==> config.mk <==
export PLATFORM = sky130hd
export DESIGN_NAME = multiplier_seq_ll
export DESIGN_NICKNAME = d
export VERILOG_FILES = /design/src/rtl/multiplier_seq_ll.sv
export SDC_FILE = /design/constraint.sdc
export NUM_CORES = 1
export LEC_CHECK = 0
export ABC_AREA = 1
export BUFFER_PORTS_ARGS = -buffer_cell sky130_fd_sc_hd__buf_2
export CAP_MARGIN = 30
export CORE_MARGIN = 2
export CORE_UTILIZATION = 56
export CTS_BUF_LIST = sky130_fd_sc_hd__clkbuf_16
export DETAILED_ROUTE_END_ITERATION = 12
export GPL_TIMING_DRIVEN = 0
export HOLD_SLACK_MARGIN = 0.03
export PLACE_DENSITY = 0.85
export SLEW_MARGIN = 25
export SYNTH_ARGS = -nofsm -noshare
export SYNTH_HDL_FRONTEND = slang
export SYNTH_SLANG_ARGS = --single-unit
==> constraint.sdc <==
create_clock -name Clk -period 2.7 [get_ports Clk]
set_input_delay 0.27 -clock Clk [delete_from_list [all_inputs] [get_ports Clk]]
set_output_delay 0.27 -clock Clk [all_outputs]
set_load 0.02 [all_outputs]
==> src/rtl/multiplier_seq_ll.sv <==
// Sequential shift-add multiply-accumulator: P = A*B + C, one result every BITS+1 cycles.
// Also rebuilds a dividend from {quotient, divisor, remainder} for divider self-check.
module multiplier_seq_ll #(
    parameter int BITS = 32
) (
    input  logic            Clk,
    input  logic            Rst_n,
    input  logic            Start,
    input  logic [BITS-1:0] A,
    input  logic [BITS-1:0] B,
    input  logic [BITS-1:0] C,
    input  logic            Zero_a,
    input  logic            Zero_b,
    input  logic            Sign_a,
    input  logic            Sign_b,
    output logic            Busy,
    output logic            Done,
    output logic [BITS-1:0] P_hi,
    output logic [BITS-1:0] P_lo,
    output logic            Turn,
    output logic            Zero_p
);

    // state | meaning
    // IDLE  | waiting for Start, last result held on outputs
    // RUN   | one shift-add step per cycle, BITS cycles total
    // DONE  | result valid for one cycle, Start accepted back-to-back
    typedef enum logic [1:0] {IDLE, RUN, DONE} state_t;

    localparam int CW = $clog2(BITS) + 1;

    state_t          state, state_nxt;
    logic [BITS-1:0] mcand;
    logic [BITS:0]   hi;
    logic [BITS-1:0] lo;
    logic [CW-1:0]   counter;
    logic            turn_q;
    logic            accept;
    logic            shortcut;
    logic            last;
    logic [BITS:0]   sum;

    always_comb begin
        accept    = 1'b0;
        shortcut  = Zero_a | Zero_b;
        last      = (counter == CW'(BITS - 1));
        sum       = hi + (lo[0] ? {1'b0, mcand} : '0);
        state_nxt = state;
        case (state)
            IDLE, DONE: begin
                if (Start) begin
                    accept    = 1'b1;
                    state_nxt = shortcut ? DONE : RUN;
                end else begin
                    state_nxt = IDLE;
                end
            end
            RUN: begin
                if (last) state_nxt = DONE;
            end
            default: state_nxt = IDLE;
        endcase
    end

    always_ff @(posedge Clk or negedge Rst_n) begin
        if (!Rst_n) begin
            state   <= IDLE;
            mcand   <= '0;
            hi      <= '0;
            lo      <= '0;
            counter <= '0;
            turn_q  <= 1'b0;
        end else begin
            state <= state_nxt;
            if (accept) begin
                mcand   <= A;
                turn_q  <= Sign_a ^ Sign_b;
                counter <= '0;
                // Zero operand: skip the loop, the result is just the addend
                if (shortcut) begin
                    hi <= '0;
                    lo <= C;
                end else begin
                    hi <= {1'b0, C};
                    lo <= B;
                end
            end else if (state == RUN) begin
                hi      <= {1'b0, sum[BITS:1]};
                lo      <= {sum[0], lo[BITS-1:1]};
                counter <= counter + CW'(1);
            end
        end
    end

    // hi[BITS] cannot be set once the loop finishes, so it is left off the result
    always_comb begin
        Busy   = (state == RUN);
        Done   = (state == DONE);
        P_hi   = hi[BITS-1:0];
        P_lo   = lo;
        Turn   = turn_q;
        Zero_p = ~|{hi[BITS-1:0], lo};
    end

endmodule

==> reports/results.ini <==
[pwr]
total_power_mw = 12.30
powerDensity_nw_per_um2 = 1333
p_leak_nw = 5.351
ir_drop_mv = 0.6002

[clock_network]
cts_buffers = 9
clock_sinks = 105
insertion_delay_ns = 0.37
cts_tree = done
clockBufferDepth = 2
postCtsSetupBuffers = 0
h-tree-depth = 3
path_clk_slew_ns = 0.08
cts-root-buf = clkbuf_16

[placed_design]
dp.cells = 1552
place_congestion = 0.9921
portBuffers = 170
dp_slack_ns = -0.2324
hpwl_um = 19470

[timing]
rsz0062_at_grt = no
min_period_ns = 2.587
max-slew-margin-rel = 0.6253
final.setup.tns_ns = 0
fin_worst_skew_ns = 0.01088
setup_violations = 0
fin_ws_ns = 0.1127
drv_slew = 0
worstMarginPinSlew_ns = 0.5621
finalHoldViolations = 0
clock.fmax_ghz = 0.3865
fin_crit_sh = 0.9583

[final_layout]
syn_to_final_growth_pct = 18.26
stdcell_count = 1568
antennaDiodeCount = 0
fin_util = 0.6727
fill_cells = 1286
drive_gt1_frac = 0.2046
nets = 1520

[die]
floorplan.initialDensity = 0.5688
dieArea_um2 = 14900
die_y_um = 122.0
row_count = 43
core_area_um2 = 13720
boundaryPins = 171
die_x_um = 122.0

[job]
drv_cap = 0

[worst_setup_path]
critPathMaxStageDelay_ns = 0.53
arrival_ns = 2.88
critPathCaptureType = flip-flop
worstRegToRegCells = 13
reg2reg_from = P_lo[0]
slowest_stage = dfrtp_2
path_cells = clkbuf_2 -> nand2_1 -> inv_1 -> fa_1 -> nand3_1 -> nand3_2 -> nand2_1 -> nand3_1 -> nand2_1 -> nand3_1 -> nand2_1 -> nand3_1 -> a21oi_1
critPathKind = reg2reg
crit_required_ns = 3.00
timing.rr.end = hi[23]
startpoint_type = flip-flop
cp_num_buf_inv = 2
cp_max_fo = 10
r2r_setup_slack_ns = 0.11
path_delay_family = simple AND/OR/NAND/NOR gates

[synthesis]
synth_edf_count = 0
yosysTopAreaCellShare = 0.3367
synth.distinct_cells = 40
synthTopCellsByArea = dfrtp_1 34%, nand2_1 19%, inv_1 8.9%, nand3_1 6.4%, a21oi_1 5.4%
ys_seq_area_frac = 0.3367
syn_inst = 1201
yosysWarnings = 0
synth_area_per_cell_um2 = 6.498
synth_fp_nets = 1338
synth_area_um2 = 7804
yosys_register_bits = 105
ys.flop_type = dfrtp_1
ys_async_sr_fraction = 1.000
yosysTopAreaCell = dfrtp_1

[worst_hold_path]
worst_hold_startpoint = A[13]
hold-path-endpoint = mcand[13]
min_path_cells = 3
hp-class = in2reg

[global_route]
grt_remaining_overflow = 0
antenna_found_initial = 0
track_usage = 0.3384
grt_max_degree = 64
grt_pass1_vias = 7855
grt_first_pass_wirelength_um = 39030

[drt]
wirelength_um = 24670
wl_per_cell_um = 15.73
drc_errors = 0
detail_route.iter0.violations = 1064
dr_total_vias = 8580
firstDrtPassIters = 5
viasPerCell = 5.472
ant_nets = 0

[outcome]
status = finished, final reports clean

## worst max-delay path by stage
stage                        from  endpoint  depth (start not counted)  slack (ns)
final                     P_lo[0]    hi[23]                         13        0.11
after global routing      P_lo[0]    hi[23]                         13        0.01
after CTS                 P_lo[0]    hi[29]                         15        0.05
after detailed placement  P_lo[0]    hi[29]                         16       -0.23
after global placement    P_lo[0]    hi[29]                         16       -0.20
after floorplan           P_lo[0]    hi[13]                         14        0.44
## worst min-delay path, cell delays in order
cell	delay [ns]
buf_2	0.07
nand2_1	0.04
nand2_1	0.04
## synthesized netlist by cell type (7+ instances only)
cell type	instances
nor2_2	7
dfrtp_1	105
o21ai_0	59
nand3_2	13
o21ai_1	9
clkbuf_1	16
inv_1	185
nand2_1	393
nor4_1	17
inv_2	9
a21oi_1	84
nand2_2	19
ha_1	33
nor2_1	69
or2_2	8
nand3_1	100
nand4_1	11
buf_2	20
## state kept, by name, summed over array words and instances (netlist names)
signal / flops
P_lo: 32
Turn: 1
counter: 6
hi: 32
mcand: 32
state: 2
## logic make-up (layout without fill, tap and decap cells)
family          count (synthesis)  in the layout  share of synthesized area
buf+inv                       237            424                     0.1201
xor+xnor                        1              1                   0.001123
fa+ha+maj                      34             34                    0.05548
simple gates                  654            654                     0.3705
compound gates                170            170                     0.1161
flops                         105            105                     0.3367
## per-stage QoR
stage / instance area, um2 / hold slack (ns)
global route: 9229 / 0.1018
finish: 9229 / 0.09183
CTS: 9225 / 0.09270
global placement: 8880 / 0.4627
floorplan: 7804 / -0.02559
detailed placement: 8914 / 0.2038
## final cells by class
| cell class | count | area (um2) | area share |
|---|---|---|---|
| clock buffers | 9 | 225.2 | 0.02440 |
| clock inverters | 7 | 72.57 | 0.007863 |
| plain buffers | 42 | 209.0 | 0.02264 |
| well taps | 180 | 225.2 | 0.02440 |
| multi-input cells | 859 | 4245 | 0.4600 |
| inverters | 194 | 728.2 | 0.07890 |
| flip-flops and latches | 105 | 2629 | 0.2848 |
| repair buffers | 172 | 894.6 | 0.09694 |
## placed cells by master (no fill, tap or decap), drive strengths merged
cell type and n:
nand2 413, buf 198, inv 197, nand3 113, dfrtp 105, a21oi 90, nor2 78, o21ai 69
ha 33, clkbuf 24, nor4 17, nand4 11, or2 9, a21o 4, nor3 4, nand3b 4
and3 3, clkinv 3, a41oi 2, a31oi 2, and2 2, a22o 1, o211ai 1, a22oi 1
xnor2 1, fa 1, bufinv 1, dlygate4sd3 1
## metal layers
metal | vias up | wire length (um) | GRT usage | part of all wire
li1 | 4155 | - | - | -
met1 | 3870 | 10110 | 0.4511 | 0.41
met2 | 482 | 11350 | 0.5436 | 0.46
met3 | 73 | 2201 | 0.05384 | 0.089
met4 | 0 | 1006 | 0.1494 | 0.041
met5 | - | 0 | 0 | 0
## report_power, final
group          switching, mW  internal (mW)
combinational           5.21           2.63
clock                  0.644          0.722
sequential             0.798           2.30
## what timing repair did
| action | CTS | global route |
|---|---|---|
| hold buffers | 1 | 0 |
| pin swaps | 0 | 0 |
| gates resized for setup | 2 | 6 |
| endpoints found under the hold margin | 42 | 0 |
| endpoints found under the setup margin | 27 | 17 |
(Power assumes the default switching activity.)
